--- config.mk ---
export PLATFORM = sky130hd
export DESIGN_NAME = alu_display_ctrl
export DESIGN_NICKNAME = d
export VERILOG_FILES = /design/src/rtl/alu_disp_pkg.sv /design/src/rtl/seg7_hex_decoder.sv /design/src/rtl/alu_display_ctrl.sv
export SDC_FILE = /design/constraint.sdc
export NUM_CORES = 1
export LEC_CHECK = 0
export CORE_UTILIZATION = 49
export DETAILED_ROUTE_END_ITERATION = 12
export PLACE_DENSITY = 0.78
export SYNTH_ARGS = -nofsm -noshare
export SYNTH_HDL_FRONTEND = slang
export SYNTH_SLANG_ARGS = --single-unit
--- constraint.sdc ---
create_clock -name clk -period 2.24 [get_ports clk]
set_input_delay 0.336 -clock clk [delete_from_list [all_inputs] [get_ports clk]]
set_output_delay 0.336 -clock clk [all_outputs]
set_load 0.02 [all_outputs]
--- src/rtl/alu_disp_pkg.sv ---
// Shared constants for the ALU result display: segment patterns and FSM state type.
// Segment patterns are active-low, segment a on bit 0 through g on bit 6.
package alu_disp_pkg;

    localparam logic [6:0] SEG_BLANK = 7'b1111111;
    localparam logic [6:0] SEG_DASH  = 7'b0111111;

    // Entry N is the glyph for hex digit N: 0-9, A, b, C, d, E, F
    localparam logic [15:0][6:0] SEG_HEX = {
        7'b0001110, 7'b0000110, 7'b0100001, 7'b1000110,
        7'b0000011, 7'b0001000, 7'b0010000, 7'b0000000,
        7'b1111000, 7'b0000010, 7'b0010010, 7'b0011001,
        7'b0110000, 7'b0100100, 7'b1111001, 7'b1000000
    };

    typedef enum logic {
        BLANK = 1'b0,
        SHOW  = 1'b1
    } disp_state_t;

    function automatic logic [3:0] digit_an(input logic [1:0] idx);
        return ~(4'b0001 << idx);
    endfunction

endpackage

--- src/rtl/seg7_hex_decoder.sv ---
// Combinational hex nibble to active-low 7-segment glyph.
// Zero latency; no flow control.
module seg7_hex_decoder
    import alu_disp_pkg::*;
(
    input  logic [3:0] hex,
    output logic [6:0] seg
);

    assign seg = SEG_HEX[hex];

endmodule

--- src/rtl/alu_display_ctrl.sv ---
// Multiplexed 4-digit display of captured ALU value and opcode; seg/an registered, 1 cycle latency.
// No backpressure: load is a strobe. Define ALU_DISP_LZB_EN to blank a zero upper value nibble.
module alu_display_ctrl
    import alu_disp_pkg::*;
#(
    parameter int REFRESH_DIV = 100000
)
(
    input  logic       clk,
    input  logic       reset,
    input  logic       load,
    input  logic [7:0] value,
    input  logic [3:0] op,
    output logic [6:0] seg,
    output logic [3:0] an,
    output logic       dp
);

    localparam int CNT_W = (REFRESH_DIV > 2) ? $clog2(REFRESH_DIV) : 1;
    localparam logic [CNT_W-1:0] CNT_MAX = CNT_W'(REFRESH_DIV - 1);

    logic [CNT_W-1:0] cnt;
    logic             tc;
    logic [1:0]       idx;
    disp_state_t      state;
    disp_state_t      state_next;
    logic [7:0]       value_q;
    logic [3:0]       op_q;
    logic [3:0]       nibble;
    logic [6:0]       hex_seg;
    logic [6:0]       seg_next;
    logic             lzb_digit1;

    assign tc = (cnt == CNT_MAX);

    always_ff @(posedge clk) begin
        if (reset) begin
            cnt <= '0;
            idx <= 2'd0;
        end else begin
            cnt <= tc ? '0 : cnt + 1'b1;
            if (tc) begin
                idx <= idx + 2'd1;
            end
        end
    end

    always_ff @(posedge clk) begin
        if (reset) begin
            value_q <= 8'h00;
            op_q    <= 4'h0;
        end else if (load) begin
            value_q <= value;
            op_q    <= op;
        end
    end

    always_ff @(posedge clk) begin
        if (reset) begin
            state <= BLANK;
        end else begin
            state <= state_next;
        end
    end

`ifdef ALU_DISP_LZB_EN
    assign lzb_digit1 = (value_q[7:4] == 4'h0);
`else
    assign lzb_digit1 = 1'b0;
`endif

    // Single decoder shared by all digits; digit 2 never shows a glyph.
    always_comb begin
        nibble = op_q;
        case (idx)
            2'd0:    nibble = value_q[3:0];
            2'd1:    nibble = value_q[7:4];
            default: nibble = op_q;
        endcase
    end

    seg7_hex_decoder u_dec (
        .hex (nibble),
        .seg (hex_seg)
    );

    always_comb begin
        state_next = state;
        seg_next   = SEG_DASH;
        case (state)
            BLANK: begin
                if (load) begin
                    state_next = SHOW;
                end
                seg_next = SEG_DASH;
            end
            SHOW: begin
                if (idx == 2'd2) begin
                    seg_next = SEG_BLANK;
                end else if (idx == 2'd1 && lzb_digit1) begin
                    seg_next = SEG_BLANK;
                end else begin
                    seg_next = hex_seg;
                end
            end
            default: begin
                state_next = BLANK;
                seg_next   = SEG_DASH;
            end
        endcase
    end

    always_ff @(posedge clk) begin
        if (reset) begin
            seg <= SEG_BLANK;
            an  <= 4'b1111;
        end else begin
            seg <= seg_next;
            an  <= digit_an(idx);
        end
    end

    assign dp = 1'b1;

endmodule

Word level (Yosys, flattened, before mapping)
Memory sizes are Yosys's and may differ from the RTL's.
Index checks and enable logic that the tools add are counted.
{"block": "word_totals", "regBits": 43, "word_cells": 25, "romBits": 112, "mem_count": 1, "output_inout_bits": 12}
{"block": "classes", "mux": 6, "n_eq_ne": 3, "shift": 1, "addsub": 2, "reduce_logical": 2, "n_bitwise": 2, "order_cmp": 1}
{"memory": "(no name shown)", "words": 16, "word_bits": 7, "read_ports": 1, "rd_ports_with_merged_regs": 0, "write_ports": 0, "line_no": "seg7_hex_decoder.sv:10", "rtl": "assign seg = SEG_HEX[hex];"}
{"operator": "$add A17 B1 Y17 const B", "n": 1}
{"operator": "$eq A17 B17 Y1 const B", "n": 1}
{"operator": "$mux W7", "n": 2}
{"operator": "$pmux W7 S2", "n": 1}
{"operator": "$pmux W4 S2", "n": 1}
{"operator": "$lt A4 B5 Y1 const B", "n": 1}
{"operator": "$not A4 Y4", "n": 1}
{"operator": "$shl A1 B2 Y4 const A", "n": 1}
{"operator": "$add A2 B1 Y2 const B", "n": 1}
{"operator": "$eq A2 B1 Y1 const B", "n": 1}
{"operator": "$eq A2 B2 Y1 const B", "n": 1}
{"operator": "$logic_not A2 Y1", "n": 1}
{"operator": "$mux W1", "n": 2}
{"operator": "$reduce_or A2 Y1", "n": 1}
{"operator": "$not A1 Y1", "n": 1}

Logic depth before layout (Yosys ltp)
{"block": "depth", "depth_word": 6, "mapped_depth": 9}

Cells and area by module
From an unflattened synthesis, not the netlist that was laid out.
{"block": "unflattened", "hier_cells": 222, "area_unflattened_um2": 2020.7}
{"mod": "alu_display_ctrl", "instances": 1, "seq_area_each_um2": 860.8, "cells_each": 187, "area_each_um2": 1750.4}
{"mod": "seg7_hex_decoder", "instances": 1, "seq_area_each_um2": 0.0, "cells_each": 35, "area_each_um2": 270.3}

Worst setup path after synthesis
OpenSTA, ideal clock, no wires.
{"block": "synth_path", "path_type": "register to register", "start": "register idx[0]", "end": "register seg[3]", "t_arrival_ns": 2.230, "stages_incl_launch_ff": 10, "slack_ns": -0.107, "setup_ns": 0.117, "synth_period_minus_slack_ns": 2.347, "cell_sequence": "dfxtp_1 inv_1 ha_1 buf_6 a22o_2 a21oi_1 inv_1 ha_1 mux4_2 nand2b_1"}
{"block": "synth_via", "elab_chain_cells": 6}
{"item": "start, declared", "line_no": "alu_display_ctrl.sv:24", "rtl": "logic [1:0] idx;"}
{"item": "start signal, assigned", "line_no": "alu_display_ctrl.sv:43", "rtl": "idx <= idx + 2'd1;"}
{"item": "$eq A2 B1 Y1 / $logic_not A2 Y1 (equally long branches)", "line_no": "alu_display_ctrl.sv:75", "rtl": "case (idx)"}
{"item": "$pmux W4 S2", "line_no": "alu_display_ctrl.sv:75"}
{"item": "$mem_v2 Z16 W7"}
{"item": "$mux W7 (implied by the code)", "line_no": "seg7_hex_decoder.sv:10"}
{"item": "$mux W7 (*)", "line_no": "alu_display_ctrl.sv:98", "rtl": "if (idx == 2'd2) begin"}
{"item": "$pmux W7 S2 (*)", "line_no": "alu_display_ctrl.sv:90", "rtl": "case (state)"}
{"item": "end signal, assigned", "line_no": "alu_display_ctrl.sv:118", "rtl": "seg <= seg_next;"}
{"item": "end, declared", "line_no": "alu_display_ctrl.sv:14", "rtl": "output logic [6:0] seg,"}
Mark *: on every way between the ends. The rest lies on a longest branch, timed or not. The select of a mux whose other input is x is not followed.
A chain may end at the register's enable or synchronous reset.

Final worst setup path
Ends and elaborated chain as after synthesis.

==> results.txt <==
status - completed
Yosys cell types - 47
most common cell in the netlist - dfxtp_1
Cell Pwr Density - 601 nW/um^2
r2r worst-path depth - 8
Yosys top cell by area - dfxtp_1
FF-to-FF End - seg[3]
Mapped Cells - 207
FMAX - 464 MHz
TritonCTS clock tree - yes
Core Area - 3770 sq um
PnR worst setup slack - 0.0855 ns
Worst VDD drop - 0.423 mV
sequential share of power - 55.1%
Ports - 27
Worst Hold Class - reg -> reg
HP Start - cnt[0]
Starting Density - 53.0%
Worst R2R Setup Slack - 0.09 ns
Post-Synth Adder-Cell Area - 6.27%
initial antenna violation count - 0
largest net degree at the start of global routing - 17
Final Skew - 0.00274 ns
initial DRC count - 99
RePlAce Congestion - 0.787
Critical Path RT - 2.43 ns
Hold Crit Depth - 1
Logic pwr share - 12.0%
Placed Cells - 280
most common cell type on the critical path - inv_1
post-route ant nets - 0
Hold EP - cnt[0]
max-slew violations - 0
worst r2r src - idx[0]
total power - 1.47 mW
share of the synthesized area in the top cell type - 43.1%
CP Launch Type - flip-flop
Avg Synthesized Cell Area - 9.65 sq um
proportion of synthesized area in mux cells - 9.15%
Vias - 1,538
DIE HEIGHT - 65.8 um
Critical Path AT - 2.34 ns
leakage power - 1.01 nW
Critical Path Fanout Max - 6
mean routed wirelength per cell - 13.0 um
fin crit period - 2.15 ns
# diodes - 0
CTS max path bufs - 2
Crit. End Element - flip-flop
synthesized flop and latch total - 43
Area Growth Syn to Fin - 22.2%
post-synthesis instance area - 2000 sq um
Seq/Total Area, Yosys - 43.1%
Layout Cells excl Fill - 289
Commonest cells post-synth - 43 x dfxtp_1, 30 x nor2_1, 16 x mux2i_1, 13 x nand2_1, 10 x ha_1
final setup fails - 0
H-tree levels - 2
Internal - 1.10 mW
CP peak stage delay - 0.45 ns
# nets final - 265
Fin. Hold Viols - 0
RSZ-0062 raised after global routing - no
CP Class - reg -> reg
Ys Warns - 0
clock power share - 33.0%
HPWL Detailed - 2720 um
worst-path cell chain - inv_1, ha_2, a22o_2, a21oi_4, inv_1, ha_1, mux4_2, nand2b_1
Global Route Usage Sum - 19.7%
ys async rst share - 0%
Net Switching - 0.365 mW
Post-synth top flop - dfxtp_1
# DRC - 0
Final period util - 96.2%
fill cell count - 311
Synth Net Count - 232
die width - 65.8 um
first-pass GRT wire length - 6470 um
Rows - 22
total of max-cap violations - 0
vias in the first global route - 1,427
Seq. cell area - 862 sq um
Worst path slowest cell - mux4_2
pre-CTS setup slack - -0.0622 ns
total wire length - 3770 um
share of layout cells above drive strength 1 - 14.9%
Post-synth EDFFs - 0
clock latency on the worst-skew pair - 0.30 ns
largest family of logic cells by synthesized area - simple AND/OR/NAND/NOR gates
CTS root buf - clkbuf_8
Synth Area in Compound Gates - 10.9%
total gr overflow - 0
switching part of the total - 24.9%
clock transition at the registers of the reported paths - 0.08 ns
XOR/XNOR Fraction of Synth Area - 4.82%
CTS buffer count - 5
# hold bufs at CTS - 0
IO Port Bufs - 25
vias per inst - 5.32
Post-Synth Simple-Gate Area - 21.4%
CTS Sinks - 43
first drt pass iteration count - 4
Die ar. - 4330 sq um
Synth area leaders - dfxtp_1 43%, mux2i_1 8.0%, ha_1 6.3%
multi-input logic area - 1080 sq um
## worst max path at each step
stage,from,endpoint,cells past startpoint,slack [ns]
2_1_floorplan,idx[0],seg[3],9,0.01
3_3_place_gp,idx[0],seg[3],8,0.06
3_5_place_dp,idx[0],seg[3],8,-0.06
4_1_cts,idx[0],seg[3],8,0.04
5_1_grt,idx[0],seg[3],8,0.004
6_report,idx[0],seg[3],8,0.09
## power by group through the flow
| stage | combinational, mW | sequential [mW] | clock, mW |
|---|---|---|---|
| 2_1_floorplan | 0.0923 | 0.833 | 0 |
| 3_3_place_gp | 0.167 | 0.824 | 0 |
| 3_5_place_dp | 0.170 | 0.825 | 0 |
| 4_1_cts | 0.173 | 0.808 | 0.489 |
| 5_1_grt | 0.193 | 0.810 | 0.524 |
| 6_report | 0.175 | 0.808 | 0.483 |
## layer usage
layer	wire [um]	up-vias	track usage (%)	share of wire (%)
met5	0	-	0	0
met4	59	0	7.88	1.6
met3	153	6	5.17	4.1
met2	1740	31	30.7	46
met1	1810	711	25.8	48
li1	-	790	-	-
## cell usage in the layout (no fill, tap or decap), drive strengths merged, types with 4 or more instances in the layout
cell and instances:
a21oi 7, a22o 4, and3 5, buf 10
clkbuf 6, clkdlybuf4s50 25, dfxtp 43, ha 10
inv 7, mux2i 16, nand2 14, nand4 7
nor2 31, o21ai 5, o31ai 4, xor2 9
## state kept, by name, indices dropped and copies added, names as in the netlist
register	flops
an	4
cnt	17
idx	2
op_q	4
seg	7
state	1
value_q	8
## cell families (layout without fill, tap and decap cells)
logic type	count (synthesis)	after routing
AO/OA/AOI/OAI	29	29
XOR/XNOR	11	11
adder cells (fa/ha/maj)	10	10
buffers and inverters	16	50
flip-flops	43	43
multiplexers	17	17
other	1	1
AND/OR/NAND/NOR	80	80
## stage by stage
step / setup TNS (ns) / hold WS [ns] / util [%] / instance area [sq um]
floorplan: 0 / 0.413 / - / 2000
global placement: 0 / 0.430 / 61.6 / 2320
detailed placement: -0.0622 / 0.445 / 61.6 / 2320
CTS: 0 / 0.455 / 64.4 / 2430
global route: 0 / 0.474 / 64.7 / 2440
finish: 0 / 0.454 / 64.7 / 2440
## worst max-delay path: cells and delay by family (launching register included)
family | cells | cell delay, ns
simple gates | 1 | 0.16
buf+inv | 2 | 0.19
compound gates | 2 | 0.45
fa+ha+maj | 2 | 0.46
flops | 1 | 0.35
mux | 1 | 0.45
## area by class of cell
cell class | instances | area share, %
Clock buffer | 6 | 2.97
Clock inverter | 2 | 0.513
Inverter | 7 | 1.08
Multi-Input combinational cell | 148 | 44.3
Sequential cell | 43 | 35.3
Tap cell | 48 | 2.46
Timing Repair Buffer | 35 | 13.3
## repair_timing
item | 4_1_cts | 5_1_grt
setup endpoints to repair | 1 | 1
resized for setup | 4 | 3
setup buffers | 0 | 1
Note: power is estimated with default switching activity, not from simulation.
